$ cat config.mk
export PLATFORM = sky130hd
export DESIGN_NAME = tlut_result_drain_flat
export DESIGN_NICKNAME = d
export VERILOG_FILES = /design/src/rtl/tlut_drain_pkg.sv /design/src/rtl/tlut_result_drain_if.sv /design/src/rtl/tlut_lane_sum.sv /design/src/rtl/tlut_result_drain.sv /design/src/flat_wrapper.sv
export SDC_FILE = /design/constraint.sdc
export NUM_CORES = 1
export LEC_CHECK = 0
export ABC_AREA = 1
export CORE_ASPECT_RATIO = 1.5
export CORE_UTILIZATION = 50
export CTS_CLUSTER_SIZE = 10
export DETAILED_ROUTE_END_ITERATION = 10
export PLACE_DENSITY = 0.8
export REMOVE_ABC_BUFFERS = 1
export SETUP_SLACK_MARGIN = 0.4
export SLEW_MARGIN = 10
export SYNTH_ARGS = -nofsm -noshare
export SYNTH_HDL_FRONTEND = slang
export SYNTH_SLANG_ARGS = --single-unit
$ cat constraint.sdc
create_clock -name clk -period 5.1 [get_ports clk]
set_clock_uncertainty 0.15 [all_clocks]
set_input_delay 1.02 -clock clk [delete_from_list [all_inputs] [get_ports clk]]
set_output_delay 1.02 -clock clk [all_outputs]
set_load 0.05 [all_outputs]
$ cat src/rtl/tlut_drain_pkg.sv
// Shared types and default geometry for the TLUT result drain.
// Module parameters default to the constants here; derived widths follow DIM_C.
package tlut_drain_pkg;

  localparam int DEF_DIM_A     = 2;
  localparam int DEF_DIM_C     = 3;
  localparam int DEF_ACC_WIDTH = 8;
  localparam int ROW_W         = $clog2(DEF_DIM_C);
  localparam int SUM_WIDTH     = DEF_ACC_WIDTH + $clog2(DEF_DIM_C);

  typedef enum logic [1:0] {
    IDLE  = 2'd0,
    DRAIN = 2'd1,
    DONE  = 2'd2
  } state_t;

  typedef logic [DEF_DIM_A-1:0][DEF_ACC_WIDTH-1:0] row_t;

endpackage

$ cat src/rtl/tlut_result_drain_if.sv
// Row-beat stream and lane-sum result bundle between the drain and its consumer.
interface tlut_result_drain_if #(
  parameter int DIM_A     = tlut_drain_pkg::DEF_DIM_A,
  parameter int DIM_C     = tlut_drain_pkg::DEF_DIM_C,
  parameter int ACC_WIDTH = tlut_drain_pkg::DEF_ACC_WIDTH,
  parameter int SUM_WIDTH = ACC_WIDTH + $clog2(DIM_C)
);

  logic                                 out_valid;
  logic                                 out_ready;
  logic [DIM_A-1:0][ACC_WIDTH-1:0]      out_data;
  logic [$clog2(DIM_C)-1:0]             out_row;
  logic                                 out_last;
  logic                                 sum_valid;
  logic [DIM_A-1:0][SUM_WIDTH-1:0]      sum_data;

  modport master (
    output out_valid, out_data, out_row, out_last, sum_valid, sum_data,
    input  out_ready
  );

  modport slave (
    input  out_valid, out_data, out_row, out_last, sum_valid, sum_data,
    output out_ready
  );

endinterface

$ cat src/rtl/tlut_lane_sum.sv
// Per-lane unsigned column accumulators: clear on a new snapshot, add one row per accepted beat.
module tlut_lane_sum #(
  parameter int DIM_A     = tlut_drain_pkg::DEF_DIM_A,
  parameter int ACC_WIDTH = tlut_drain_pkg::DEF_ACC_WIDTH,
  parameter int SUM_WIDTH = tlut_drain_pkg::SUM_WIDTH
) (
  input  logic                            clk,
  input  logic                            rst,
  input  logic                            i_clear,
  input  logic                            i_add_en,
  input  logic [DIM_A-1:0][ACC_WIDTH-1:0] i_add,
  output logic [DIM_A-1:0][SUM_WIDTH-1:0] o_sum
);

  logic [DIM_A-1:0][SUM_WIDTH-1:0] r_sum;

  always_ff @(posedge clk or posedge rst) begin
    if (rst) begin
      r_sum <= '0;
    end else if (i_clear) begin
      r_sum <= '0;
    end else if (i_add_en) begin
      for (int a = 0; a < DIM_A; a++) begin
        r_sum[a] <= r_sum[a] + SUM_WIDTH'(i_add[a]);
      end
    end
  end

  assign o_sum = r_sum;

endmodule

$ cat src/rtl/tlut_result_drain.sv
// Snapshots the SIMD cell's product matrix on rollover and streams it out row by row,
// then presents the per-lane column sums for one cycle.
module tlut_result_drain #(
  parameter int DIM_A     = tlut_drain_pkg::DEF_DIM_A,
  parameter int DIM_C     = tlut_drain_pkg::DEF_DIM_C,
  parameter int ACC_WIDTH = tlut_drain_pkg::DEF_ACC_WIDTH,
  parameter int SUM_WIDTH = ACC_WIDTH + $clog2(DIM_C)
) (
  input  logic                                       clk,
  input  logic                                       rst,
  input  logic                                       capture,
  input  logic [DIM_C-1:0][DIM_A-1:0][ACC_WIDTH-1:0] product_in,
  input  logic                                       clear_overrun,
  output logic                                       busy,
  output logic                                       overrun,
  tlut_result_drain_if.master                        drain
);

  import tlut_drain_pkg::*;

  localparam int               RB       = $clog2(DIM_C);
  localparam logic [RB-1:0]    LAST_ROW = RB'(DIM_C - 1);

  state_t                                     r_state;
  logic [DIM_C-1:0][DIM_A-1:0][ACC_WIDTH-1:0] r_snap;
  logic [RB-1:0]                              r_row;
  logic                                       r_out_valid;
  logic                                       r_busy;
  logic                                       r_sum_valid;
  logic                                       r_overrun;

  logic                                       w_hs;
  logic                                       w_last;
  logic                                       w_take;
  logic [DIM_A-1:0][ACC_WIDTH-1:0]            w_row_data;
  logic [DIM_A-1:0][SUM_WIDTH-1:0]            w_sum;

  assign w_hs       = r_out_valid & drain.out_ready;
  assign w_last     = (r_row == LAST_ROW);
  // A capture is accepted in IDLE and in DONE; in DRAIN it only flags overrun.
  assign w_take     = capture & (r_state != DRAIN);
  assign w_row_data = r_snap[r_row];

  always_ff @(posedge clk or posedge rst) begin
    if (rst) begin
      r_state     <= IDLE;
      r_snap      <= '0;
      r_row       <= '0;
      r_out_valid <= 1'b0;
      r_busy      <= 1'b0;
      r_sum_valid <= 1'b0;
    end else begin
      case (r_state)
        IDLE: begin
          if (capture) begin
            r_snap      <= product_in;
            r_row       <= '0;
            r_state     <= DRAIN;
            r_out_valid <= 1'b1;
            r_busy      <= 1'b1;
          end
        end
        DRAIN: begin
          if (w_hs) begin
            if (w_last) begin
              r_row       <= '0;
              r_state     <= DONE;
              r_out_valid <= 1'b0;
              r_busy      <= 1'b0;
              r_sum_valid <= 1'b1;
            end else begin
              r_row <= r_row + 1'b1;
            end
          end
        end
        DONE: begin
          r_sum_valid <= 1'b0;
          if (capture) begin
            r_snap      <= product_in;
            r_row       <= '0;
            r_state     <= DRAIN;
            r_out_valid <= 1'b1;
            r_busy      <= 1'b1;
          end else begin
            r_state <= IDLE;
          end
        end
        default: begin
          r_state     <= IDLE;
          r_out_valid <= 1'b0;
          r_busy      <= 1'b0;
          r_sum_valid <= 1'b0;
        end
      endcase
    end
  end

  // Sticky overrun: a set in the same cycle as a clear wins.
  always_ff @(posedge clk or posedge rst) begin
    if (rst) begin
      r_overrun <= 1'b0;
    end else if (capture && (r_state == DRAIN)) begin
      r_overrun <= 1'b1;
    end else if (clear_overrun) begin
      r_overrun <= 1'b0;
    end
  end

  tlut_lane_sum #(
    .DIM_A     (DIM_A),
    .ACC_WIDTH (ACC_WIDTH),
    .SUM_WIDTH (SUM_WIDTH)
  ) u_lane_sum (
    .clk      (clk),
    .rst      (rst),
    .i_clear  (w_take),
    .i_add_en (w_hs),
    .i_add    (w_row_data),
    .o_sum    (w_sum)
  );

  assign drain.out_valid = r_out_valid;
  assign drain.out_data  = w_row_data;
  assign drain.out_row   = r_row;
  assign drain.out_last  = r_out_valid & w_last;
  assign drain.sum_valid = r_sum_valid;
  assign drain.sum_data  = w_sum;
  assign busy            = r_busy;
  assign overrun         = r_overrun;

endmodule

$ cat src/flat_wrapper.sv
// flat-port wrapper written by rule: the top's interface ports become plain ports
module tlut_result_drain_flat import tlut_drain_pkg::*;
#(
  parameter int DIM_A     = tlut_drain_pkg::DEF_DIM_A,
  parameter int DIM_C     = tlut_drain_pkg::DEF_DIM_C,
  parameter int ACC_WIDTH = tlut_drain_pkg::DEF_ACC_WIDTH,
  parameter int SUM_WIDTH = ACC_WIDTH + $clog2(DIM_C)
)
  (clk, rst, capture, product_in, clear_overrun, busy, overrun, drain_out_valid, drain_out_data, drain_out_row, drain_out_last, drain_sum_valid, drain_sum_data, drain_out_ready);
  tlut_result_drain_if #(.DIM_A(DIM_A), .DIM_C(DIM_C), .ACC_WIDTH(ACC_WIDTH), .SUM_WIDTH(SUM_WIDTH)) drain_i ();
  input  logic clk;
  input  logic rst;
  input  logic capture;
  input  logic [DIM_C-1:0][DIM_A-1:0][ACC_WIDTH-1:0] product_in;
  input  logic clear_overrun;
  output logic busy;
  output logic overrun;
  output wire logic [$bits(drain_i.out_valid)-1:0] drain_out_valid;
  output wire logic [$bits(drain_i.out_data)-1:0] drain_out_data;
  output wire logic [$bits(drain_i.out_row)-1:0] drain_out_row;
  output wire logic [$bits(drain_i.out_last)-1:0] drain_out_last;
  output wire logic [$bits(drain_i.sum_valid)-1:0] drain_sum_valid;
  output wire logic [$bits(drain_i.sum_data)-1:0] drain_sum_data;
  input wire logic [$bits(drain_i.out_ready)-1:0] drain_out_ready;
  assign drain_out_valid = drain_i.out_valid;
  assign drain_out_data = drain_i.out_data;
  assign drain_out_row = drain_i.out_row;
  assign drain_out_last = drain_i.out_last;
  assign drain_sum_valid = drain_i.sum_valid;
  assign drain_sum_data = drain_i.sum_data;
  assign drain_i.out_ready = drain_out_ready;
  tlut_result_drain #(.DIM_A(DIM_A), .DIM_C(DIM_C), .ACC_WIDTH(ACC_WIDTH), .SUM_WIDTH(SUM_WIDTH)) u_core (.clk(clk), .rst(rst), .capture(capture), .product_in(product_in), .clear_overrun(clear_overrun), .busy(busy), .overrun(overrun), .drain(drain_i));
endmodule
-- Word-level counts from Yosys, hierarchy flattened
Index checks and enable logic that the tools add are counted.
- flip-flop bits (word level): 75
- latch bits: 0
- bits in writable memories: 0
- ROM bits: 0
- input port bits: 53
- output and inout bits: 43
- word-level logic and storage cells: 62
- memories kept: 0
- add/sub/neg operators: 3
- multiply operators: 0
- divide/modulo/power cells: 0
- $lt $le $gt $ge: 1
- equality and inequality tests: 8
- shift operators: 0
- multiplexer cells: 22
- bitwise logic cells: 4
- reduce and logical (&&, ||, !) cells: 11
- operator list (kind ; count):
    $mux W20 ; 2
    $bmux W16 S2 ; 1
    $add A10 B8 Y10 ; 2
    $mux W16 ; 1
    $mux W2 ; 6
    $reduce_and A3 Y1 ; 4
    $mux W1 ; 8
    $ne A2 B1 Y1 const B ; 3
    $pmux W2 S3 ; 1
    $reduce_bool A2 Y1 ; 3
    $eq A2 B2 Y1 const B ; 2
    $ne A2 B2 Y1 const B ; 2
    $pmux W1 S2 ; 2
    $pmux W2 S2 ; 1
    $and A1 B1 Y1 ; 3
    $lt A2 B3 Y1 const B ; 1
    $add A2 B1 Y2 const B ; 1
    $eq A2 B1 Y1 const B ; 1
    $logic_not A2 Y1 ; 1
    $reduce_and A2 Y1 ; 1
    $reduce_or A2 Y1 ; 1
    $logic_and A1 B1 Y1 ; 1
    $not A1 Y1 ; 1

-- Longest topological paths before layout
Gate-level depths: netlist of the first run.
- word-level depth: 5
- mapped depth: 16
- gate-level depth less buffers: 16

-- Cells and area by module
Synthesis of the first run repeated with hierarchy kept, for this count alone.
- cells, all modules: 538
- area, all modules: 4181.5 um^2
- modules (own cells, without submodules) (module ; instances ; cells an instance ; area an instance (um^2) ; sequential area each (um^2)):
    tlut_result_drain ; 1 ; 321 ; 2611.3 ; 1376.3
    tlut_lane_sum ; 1 ; 217 ; 1570.3 ; 500.5

-- Worst setup path after synthesis of the first run
OpenSTA, ideal clock, no wires.
- path kind: register to register
- from: register u_core.r_row[1] (netlist: u_core.drain.out_row[1])
- to: register u_core.u_lane_sum.r_sum, in the netlist u_core.u_lane_sum.o_sum[14]
- setup time: 0.118 ns
- data arrival time: 3.269 ns
- required time: 4.832 ns
- path slack: 1.563 ns
- stages on the path, launching flop included: 11
- path buffers: 0
- clock period less this slack: 3.537 ns
- path through: dfrtp_1 > inv_2 > nor2_4 > inv_2 > o21ai_0 > ha_1 > a21oi_1 > o21ai_1 > or2_2 > nand3_1 > nand2_1
- word-level cells in the longest chain between the ends: 5
- ends and longest elaborated chain (element ; RTL line ; source):
    start, declared ; tlut_result_drain.sv:26 ; logic [RB-1:0] r_row;
    start signal, assigned ; tlut_result_drain.sv:72 ; r_row <= r_row + 1'b1;
    $bmux W16 S2 ; tlut_result_drain.sv:42 ; assign w_row_data = r_snap[r_row];
    $mux W16 (not written as such) ; tlut_result_drain.sv:42 ;
    via drain_out_data[11] ; flat_wrapper.sv:19 ; output wire logic [$bits(drain_i.out_data)-1:0] drain_out_data;
    $add A10 B8 Y10 ; tlut_lane_sum.sv:24 ; r_sum[a] <= r_sum[a] + SUM_WIDTH'(i_add[a]);
    $mux W20 ; tlut_lane_sum.sv:22 ; end else if (i_add_en) begin
    $mux W20 ; tlut_lane_sum.sv:20 ; end else if (i_clear) begin
    end signal, assigned by index ; tlut_lane_sum.sv:24 ;
    end, declared ; tlut_lane_sum.sv:15 ; logic [DIM_A-1:0][SUM_WIDTH-1:0] r_sum;
The timed path passes the listed nets, and every way through them passes these cells. The select of a mux whose other input is x is not followed.
A chain may end at the register's enable or synchronous reset.

-- Final worst setup path of the first run
- from: register u_core.r_row[0] (netlist: u_core.drain.out_row[0])
- to: output drain_out_data[1]
- word-level cells in the longest chain between the ends: 2
- ends and longest elaborated chain (element ; RTL line):
    $bmux W16 S2 ; tlut_result_drain.sv:42
    $mux W16 (not written as such) ; tlut_result_drain.sv:42
    end, declared ; flat_wrapper.sv:19
No other way between the ends. The select of a mux whose other input is x is not followed.

==> summary.txt, run 1 <==
Hold path
  – Hold path cells: 2
  – Hold EP: u_core.r_snap[15]
  – Worst hold start: u_core.r_snap[15]
  – Worst min-delay path category: flop to flop

Routing
  – Routed vias: about 3700
  – Initial DRC count: 173
  – Drt pass-1 iters: 5
  – DRC Markers: 0
  – Antenna-violating nets left: 0
  – DRT Wirelength: 9840 um
  – Vias per cell: just over 5
  – Drt wl/cell: 13.9 um

Yosys
  – Yosys reg bits: 75
  – Count of different cell masters after synthesis: 36
  – Post-Synthesis Cells: 508
  – Main flop type after synthesis: dfrtp_1
  – Synthesized area per cell: 7.85 um^2
  – Mapped cell area: 0.00399 mm^2
  – Warnings from Yosys: 0
  – Fraction of registers with async set/reset: 100%
  – Seq/Total Area, Yosys: 47.1%
  – Post-synth EDFFs: 0

Global routing
  – Largest net degree at the start of global routing: 59
  – Number of global-route vias before repair: 3606
  – Initial antenna violation count: 0
  – Tot GR Track Use: 26.5%
  – First-pass GRT wire length: 16700 um
  – Grt total ovfl: 0

Timing
  – Setup repair after global routing missed its margin: false
  – Max Slew Vio Count: 0
  – Slew margin rel.: between 20% and 30%
  – Final hold vios: 0
  – Final period util: between 70% and 80%
  – TNS Setup: 0 ps
  – Worst slew pin tran: ~1100 ps
  – Fin Hold WS: 321 ps
  – Period minus WS final: between 3000 and 4000 ps
  – Endpoints failing setup: 0
  – Achievable frequency: about 0.26 GHz

Setup path
  – Worst endpoint required time: 3930 ps
  – Reg2Reg Depth: 12
  – R2R Setup Slk: 2040 ps
  – Reg2reg start: u_core.drain.out_row[0]
  – Crit path kind: flop to output port
  – CP startpoint kind: flop
  – CP endpoint kind: output port
  – R2R Path End: u_core.u_lane_sum.o_sum[16]
  – CP max FO: 9
  – CP arrival: 2620 ps

Placed design
  – Placer Congestion: about 0.86
  – Hpwl dp: 7230 um
  – I/O Buffers: 95
  – Placed cell areas: 0.00499 mm^2

Job
  – Max-cap violation count: 0

Die
  – Die Area: 0.00834 mm^2
  – Num ports: 96
  – Core area: around 0.0077 mm^2
  – Row Count: 39
  – Die width: 74.9 um
  – Initial Util: 52.0%
  – Die Y: about 110 um

Clock network
  – CTS Sinks: 75
  – Hold Buf Count CTS: 0
  – Postcts setup bufs: 0
  – H-tree depth: 3
  – Post-CTS resize count: 0
  – CTS tree: built
  – Reg clk slew, reported paths: 60 ps
  – Cts bufs inserted: 9
  – Skew-Pair Late Insertion Delay: 340 ps
  – Clock Path Buffers: 2
  – Root Buffer: clkbuf_16

Outcome
  – Outcome: finished clean

Finish
  – Fin util: 69.0%
  – Leading cell type in the layout, fill and taps excluded: nand2_1
  – Nets: 672
  – Most frequent cells in the layout: 236 x nand2_1, 95 x clkdlybuf4s50_1, 75 x dfrtp_1
  – Final instance area: 0.00528 mm^2
  – Layout cells sized above 1: under 10%
  – Area Growth Syn to Fin: 32.5%
  – N_diodes: 0

Power
  – Lkg Pwr: 0.00264 uW
  – Power per Cell Area: approximately 750 mW/mm^2
  – Peak VDD IR: between 0.4 and 0.5 mV
-- worst max-delay path, stage by stage (launching register included) --
cell	delay (ps)
dfrtp_1	440
nor2_2	400
inv_2	200
o211ai_1	370
clkdlybuf4s50_1	880
-- registers in the layout, summed over array words and instances (netlist names) --
name,count
u_core.u_lane_sum.o_sum,20
u_core.drain.out_valid,1
u_core.overrun,1
u_core.r_snap,48
u_core.r_state,2
u_core.drain.out_row,2
u_core.drain.sum_valid,1
-- power by group --
part	internal (uW)	total (uW)	leakage [uW]	switching, uW
Clock	391	632	0.000139	241
Sequential	855	1030	0.000945	173
Combinational	752	2280	0.00156	1520
-- per-layer routing --
| metal | GRT usage, % | up-vias | share of wire, % |
|---|---|---|---|
| met2 | 43.4 | 114 | 52 |
| met5 | 0 | - | 0 |
| met1 | 33.1 | 1733 | 41 |
| met3 | 3.26 | 19 | 3.9 |
| met4 | 14.8 | 0 | 2.5 |
| li1 | - | 1803 | - |
-- area by class of cell --
cell class / count / area, um^2
Clock buffer: 12 / 246
Fill cell: 656 / 2380
Sequential cell: 75 / 1880
Inverter: 41 / 155
Multi-Input combinational cell: 377 / 1860
Tap cell: 102 / 128
Clock inverter: 4 / 50.0
Timing Repair Buffer: 97 / 966
-- per-stage QoR --
stage / power, uW / setup slack, ps / instances
floorplan: 2600 / 1440 / 493
global placement: 3250 / 1710 / 692
detailed placement: 3300 / 1650 / 692
CTS: 3950 / 1280 / 708
global route: 4210 / 1140 / 708
finish: 3940 / 1310 / 708
-- cells in the mapped netlist, types with 4 or more instances --
master	count	share of area [%]
nand2_2	6	0.94
o211ai_1	7	1.3
nor2_1	26	2.4
buf_4	5	0.94
ha_1	16	5.0
o21ai_1	4	0.50
inv_1	34	3.2
inv_2	6	0.56
o21ai_0	16	2.0
dfrtp_1	75	47
a22oi_1	8	1.5
clkbuf_1	4	0.38
nand3_1	17	2.1
nand2_1	236	22
buf_2	4	0.50
o21ai_2	4	0.88
a21oi_1	10	1.3
-- worst max-delay path by stage --
stage,cells after the start,endpoint,startpoint
final,4,drain_out_data[1],u_core.drain.out_row[0]
after global routing,4,drain_out_data[1],u_core.drain.out_row[0]
after CTS,4,drain_out_data[1],u_core.drain.out_row[0]
after detailed placement,4,drain_out_data[1],u_core.drain.out_row[0]
after global placement,4,drain_out_data[1],u_core.drain.out_row[0]
after floorplan,10,u_core.u_lane_sum.o_sum[14],u_core.drain.out_row[1]
-- logic make-up after synthesis --
logic type,share of synthesized area [%]
AOI/OAI and AO/OA,10.2
xor gates and xnor gates,0.220
adders and majority gates,6.03
buffers and inverters,6.37
DFF,47.1
and+or+nand+nor,30.1
Note: power is estimated with default switching activity, not from simulation.
==> run 2: changes to the inputs <==
==> constraint.sdc (replaced) <==
create_clock -name clk -period 3.7 [get_ports clk]
set_clock_uncertainty 0.15 [all_clocks]
set_input_delay 0.74 -clock clk [delete_from_list [all_inputs] [get_ports clk]]
set_output_delay 0.74 -clock clk [all_outputs]
set_load 0.05 [all_outputs]
==> run 2 against run 1 <==
Count of clock-buffer cells in the layout unchanged. Largest power group unchanged. Critical path type unchanged. Register-to-register slack worse by 1200 ps. Clock power up 40%. Non-clock buffer count up 2. Critical endpoint is now drain_out_last.
==> summary.txt, run 2 (synthesis gave the netlist of run 1 again) <==
Outcome
  – Outcome: finished clean

Finish
  – Leading cell type in the layout, fill and taps excluded: nand2_1
  – Area Growth Syn to Fin: 34.1%
  – Reg with most FFs: u_core.r_snap
  – N_diodes: 0 (unchanged)
  – Max reg flops: 48 (unchanged)
  – Layout cells sized above 1: 7.73% (+0.47 points)
  – Final instance area: 0.00535 mm^2 (+1.2%)
  – Nets: 674 (+0.30%)
  – Most frequent cells in the layout: 236 x nand2_1, 79 x clkdlybuf4s50_1, 75 x dfrtp_1

Timing
  – Final period util: 83.8%
  – Fin Hold WS: 321 ps (+0.0860 ps)
  – Slew margin rel.: 49.9% (+23 points)
  – Worst slew pin tran: 751 ps (-339 ps)
  – Fin worst setup slack: 599 ps (-709 ps)
  – Period minus WS final: 3100 ps
  – Max Slew Vio Count: 0 (unchanged)
  – TNS Setup: 0 ps (unchanged)
  – Achievable frequency: 0.322 GHz
  – Endpoints failing setup: 0 (unchanged)
  – Setup repair after global routing missed its margin: false
  – Final hold vios: 0 (unchanged)

Setup path
  – CP Depth: 5 (+1)
  – CP max FO: 16 (+7)
  – Crit path kind: flop to output port
  – WP buf/inv: 3 (+1)
  – Most frequent CP cell: inv_2
  – Reg2Reg Depth: 13 (+1)
  – Worst endpoint required time: 2810 ps (-1120 ps)
  – CP cell instances: inv_2 -> nor2_4 -> inv_2 -> nor2_1 -> clkdlybuf4s50_1
  – CP delay by family, top: buffers and inverters
  – CP startpoint kind: flop
  – CP endpoint kind: output port
  – CP max stage cell: clkdlybuf4s50_1
  – CP max stage delay: 800 ps (-80 ps)
  – CP arrival: 2210 ps (-410 ps)

Die
  – Initial Util: 52.0% (unchanged)
  – Num ports: 96 (unchanged)
  – Core area: 0.00766 mm^2 (unchanged)
  – Die Area: 0.00834 mm^2 (unchanged)
  – Die Y: 111 um (unchanged)
  – Die width: 74.9 um (unchanged)
  – Row Count: 39 (unchanged)

Routing
  – Drt pass-1 iters: 5 (unchanged)
  – Wl on met1: 4060 um (-0.22%)
  – Vias per cell: 5.19 (about the same)
  – DRT Wirelength: 9920 um (+0.82%)
  – Top Layer Used: met4
  – Routed vias: 3682 (+0.35%)
  – DRC Markers: 0 (unchanged)
  – Wire length on met2: 5170 um (+0.37%)
  – Initial DRC count: 250 (+45%)
  – Drt wl/cell: 14.0 um (+0.54%)
  – Wire length on met3: 378 um (-0.26%)
  – Antenna-violating nets left: 0 (unchanged)

Clock network
  – Reg clk slew, reported paths: 50 ps (about the same)
  – CTS tree: built
  – CTS Sinks: 75 (unchanged)
  – Hold Buf Count CTS: 0 (unchanged)
  – Skew-Pair Late Insertion Delay: 340 ps (about the same)
  – Clock Path Buffers: 2 (unchanged)
  – H-tree depth: 3 (unchanged)
  – Cts bufs inserted: 9 (unchanged)
  – Root Buffer: clkbuf_16

Hold path
  – Hold path cells: 2 (unchanged)
  – Worst min-delay path category: flop to flop

Power
  – Peak VDD IR: 0.528 mV (+20%)
  – Total power: 5450 uW (+39%)
  – Power per Cell Area: 1020 mW/mm^2 (+37%)
  – Lkg Pwr: 0.00285 uW (+7.9%)

Placed design
  – Placed cell areas: 0.00501 mm^2 (+0.55%)
  – Pre-CTS WS: 735 ps (-917 ps)
  – I/O Buffers: 95 (unchanged)
  – Placer Congestion: 0.878 (+2.0%)
  – Hpwl dp: 7440 um (+3.0%)

Global routing
  – First-pass GRT wire length: 16400 um (-1.7%)
  – Initial antenna violation count: 0 (unchanged)
  – Largest net degree at the start of global routing: 59 (unchanged)
  – Grt total ovfl: 0 (unchanged)
  – Number of global-route vias before repair: 3573 (-0.92%)
  – Tot GR Track Use: 26.0% (-0.48 points)

Job
  – Max-cap violation count: 0 (unchanged)
[run 2: worst min-delay path, cell delays in order (launching register included)]
cell,delay [ps]
dfrtp_1,340
nand2_1,50
nand2_1,40
[run 2: path summary, 6_finish.rpt]
check / slack (ps) / startpoint / to
worst max-delay path: 600 / u_core.drain.out_row[1] / drain_out_last
worst min-delay path: 320 / u_core.r_snap[28] / u_core.r_snap[28]
worst max register to register: 850 / u_core.drain.out_row[0] / u_core.u_lane_sum.o_sum[18]
worst min register to register: 320 / u_core.r_snap[28] / u_core.r_snap[28]
max in group asynchronous: 2050 / rst / u_core.r_snap[42]
min in group asynchronous: 680 / rst / u_core.r_snap[11]
[run 2: repair_timing]
| item | in CTS | in global routing |
|---|---|---|
| endpoints found under the setup margin | 3 | 13 |
| gates resized for setup | 3 | 13 |
| buffers inserted | 0 | 0 |
| endpoints found under the hold margin | 0 | 0 |
| gates cloned | 0 | 0 |
[run 2: per-stage QoR]
| stage | cells | util [%] |
|---|---|---|
| 4_1_cts | 710 | 69.4 |
| 6_report | 710 | 69.8 |
| 3_5_place_dp | 694 | 65.4 |
| 3_3_place_gp | 694 | 65.4 |
| 5_1_grt | 710 | 69.8 |
| 2_1_floorplan | 493 | - |
[run 2: per-layer routing]
layer / up-vias / track usage, %
li1: 1808 / -
met1: 1728 / 32.6
met2: 118 / 42.2
met3: 28 / 5.16
met4: 0 / 12.3
met5: - / 0
[run 2: layout make-up]
type | count | area [um^2]
Clock buffer | 12 | 256
Clock inverter | 4 | 48.8
Fill cell | 635 | 2310
Inverter | 41 | 155
Multi-Input combinational cell | 377 | 1860
Sequential cell | 75 | 1880
Tap cell | 102 | 128
Timing Repair Buffer | 99 | 1020
[run 2: where the power goes]
| group | leakage, uW | switching (uW) | internal, uW |
|---|---|---|---|
| sequential | 0.000945 | 250 | 1180 |
| combinational | 0.00175 | 2110 | 1030 |
| clock | 0.000153 | 328 | 557 |
==> run 3: changes to the inputs <==
==> constraint.sdc (replaced) <==
create_clock -name clk -period 3.07 [get_ports clk]
set_clock_uncertainty 0.15 [all_clocks]
set_input_delay 0.614 -clock clk [delete_from_list [all_inputs] [get_ports clk]]
set_output_delay 0.614 -clock clk [all_outputs]
set_load 0.05 [all_outputs]
==> run 3 against run 2 <==
Non-clock buffer count increased by 9. Count of clock-buffer cells in the layout unchanged. Routed wire length increased by 3.3%. Critical path type is now flop to flop. Critical endpoint is now u_core.u_lane_sum.o_sum[6]. Largest cell class is now multi-input gates.
==> summary.txt, run 3 (synthesis gave the netlist of run 1 again) <==
Routing
  – Vias per cell: 5.16 (-0.59%)
  – Antenna-violating nets left: 0 (unchanged)
  – DRT Wirelength: 10300 um (+3.3%)
  – Drt pass-1 iters: 4 (-1)
  – Initial DRC count: 211 (-16%)
  – DRC Markers: 0 (unchanged)
  – Drt wl/cell: 14.2 um (+1.9%)
  – Routed vias: 3712 (+0.81%)

Power
  – Peak VDD IR: 0.595 mV (+13%)
  – Comb pwr share: 58.4% (+0.9 points)
  – P_int: 3450 uW (+25%)
  – Power per Cell Area: 1250 mW/mm^2 (+23%)
  – Switching portion of total power: 49.1% (-0.17 points)
  – Lkg Pwr: 0.00275 uW (-3.4%)
  – Sw Pwr: 3330 uW (+24%)
  – Sequential power share: 25.6% (-0.6 points)
  – Total power: 6780 uW (+24%)
  – Clock power frac: 16.0% (-0.2 points)

Outcome
  – Outcome: finished clean

Finish
  – Area Growth Syn to Fin: 35.8%
  – Leading cell type in the layout, fill and taps excluded: nand2_1
  – Reg with most FFs: u_core.r_snap
  – Most frequent cells in the layout: 236 x nand2_1, 78 x clkdlybuf4s50_1, 73 x dfrtp_1
  – Layout cells sized above 1: 12.6% (+4.9 points)
  – Max reg flops: 48 (unchanged)
  – N_diodes: 0 (unchanged)
  – Nets: 684 (+1.5%)
  – Non-filler cells, final: 720 (+1.4%)
  – Final instance area: 0.00541 mm^2 (+1.2%)

Timing
  – Setup repair after global routing missed its margin: true
  – Final hold vios: 0 (unchanged)
  – Endpoints failing setup: 0 (unchanged)
  – Period minus WS final: 2620 ps
  – Slew margin rel.: 58.4% (+8.5 points)
  – Worst slew pin tran: 623 ps (-128 ps)
  – TNS Setup: 0 ps (unchanged)
  – Max Slew Vio Count: 0 (unchanged)
  – Achievable frequency: 0.381 GHz
  – Final period util: 85.5%

Placed design
  – Placer Congestion: 0.914 (+4.0%)
  – Hpwl dp: 7480 um (+0.53%)
  – I/O Buffers: 95 (unchanged)
  – Placed Cells: 697 (+0.43%)
  – Placed cell areas: 0.00502 mm^2 (+0.20%)

Setup path
  – Worst Setup EP: u_core.u_lane_sum.o_sum[6]
  – CP endpoint kind: flop
  – CP startpoint kind: flop
  – CP cell instances: inv_2 -> nor2_4 -> buf_4 -> a22oi_1 -> nand2_1 -> ha_2 -> fa_1 -> nand2_1 -> nand2_1 -> nand2_1 -> o21ai_0 -> a21oi_1 -> o21ai_1 -> nand2_1
  – CP max stage delay: 470 ps (-330 ps)
  – Reg2Reg Depth: 14 (+1)
  – CP max FO: 6 (-10)
  – Most frequent CP cell: nand2_1
  – R2R Setup Slk: 450 ps (-400 ps)
  – Crit path kind: flop to flop
  – Setup crit start: u_core.drain.out_row[0]
  – Reg2reg start: u_core.drain.out_row[0]
  – Worst endpoint required time: 3190 ps (+380 ps)
  – CP arrival: 2740 ps (+530 ps)
  – CP max stage cell: dfrtp_2
  – R2R Path End: u_core.u_lane_sum.o_sum[6]

Clock network
  – Hold Buf Count CTS: 0 (unchanged)
  – Cts bufs inserted: 9 (unchanged)
  – H-tree depth: 3 (unchanged)
  – Root Buffer: clkbuf_16
  – Skew-Pair Late Insertion Delay: 330 ps (about the same)
  – Clock Path Buffers: 2 (unchanged)
  – Reg clk slew, reported paths: 60 ps (about the same)
  – CTS tree: built
  – CTS Sinks: 75 (unchanged)

Job
  – Max-cap violation count: 0 (unchanged)

Die
  – Core area: 0.00766 mm^2 (unchanged)
  – Die width: 74.9 um (unchanged)
  – Die Y: 111 um (unchanged)
  – Die Area: 0.00834 mm^2 (unchanged)
  – Num ports: 96 (unchanged)
  – Initial Util: 52.0% (unchanged)
  – Row Count: 39 (unchanged)

Global routing
  – First-pass GRT wire length: 16700 um (+1.7%)
  – Initial antenna violation count: 0 (unchanged)
  – Number of global-route vias before repair: 3600 (+0.76%)
  – Grt total ovfl: 0 (unchanged)
  – Largest net degree at the start of global routing: 59 (unchanged)
  – Tot GR Track Use: 26.5% (+0.50 points)

Hold path
  – Worst min-delay path category: flop to flop
  – Hold path cells: 2 (unchanged)
==> run 3: worst min-delay path by stage <==
| stage | start | to | slack (ps) |
|---|---|---|---|
| 3_5_place_dp | u_core.r_snap[38] | u_core.r_snap[38] | 310 |
| 6_report | u_core.r_snap[38] | u_core.r_snap[38] | 320 |
| 5_1_grt | u_core.r_snap[20] | u_core.r_snap[20] | 350 |
| 4_1_cts | u_core.r_snap[38] | u_core.r_snap[38] | 320 |
| 2_1_floorplan | u_core.r_snap[15] | u_core.r_snap[15] | 290 |
| 3_3_place_gp | u_core.r_snap[30] | u_core.r_snap[30] | 310 |
==> run 3: area by class of cell <==
type,count,area [um^2]
clock buffers,12,267
clock inverters,4,47.5
fillers,612,2250
inverters,41,155
multi-input cells,378,1890
flip-flops and latches,75,1880
well taps,102,128
repair buffers,108,1050
==> run 3: worst max-delay path, delay by kind of cell (launching register included) <==
kind	cells	cell delay (ps)
buf+inv	2	260
simple gates	6	530
compound gates	4	530
fa+ha+maj	2	600
flops	1	470
==> run 3: repair_timing <==
action                                  in CTS  in global routing
endpoints found under the setup margin       6                 16
gates resized for setup                      4                  6
cloned                                       1                  0
buffers inserted                             3                  3
pin swaps                                    2                  3
==> run 3: stage by stage <==
stage / hold slack, ps / worst slack, ps / utilization, %
2_1_floorplan: 292 / -586 / -
3_3_place_gp: 305 / 456 / 65.6
3_5_place_dp: 309 / 348 / 65.6
4_1_cts: 322 / 404 / 70.1
5_1_grt: 346 / 291 / 70.6
6_report: 319 / 445 / 70.6
==> run 3: power by group through the flow <==
| stage | registers (uW) | clock network (uW) | logic [uW] |
|---|---|---|---|
| floorplan | 2090 | 0 | 2220 |
| global placement | 1700 | 0 | 3740 |
| detailed placement | 1720 | 0 | 3810 |
| CTS | 1720 | 1100 | 3870 |
| global route | 1780 | 1130 | 4280 |
| finish | 1740 | 1090 | 3960 |
==> run 3: per-layer routing <==
layer	global-route usage (%)	part of all wire, %
met1	32.6	40
met3	3.89	3.6
met4	13.5	3.9
met5	0	0
met2	44.2	53
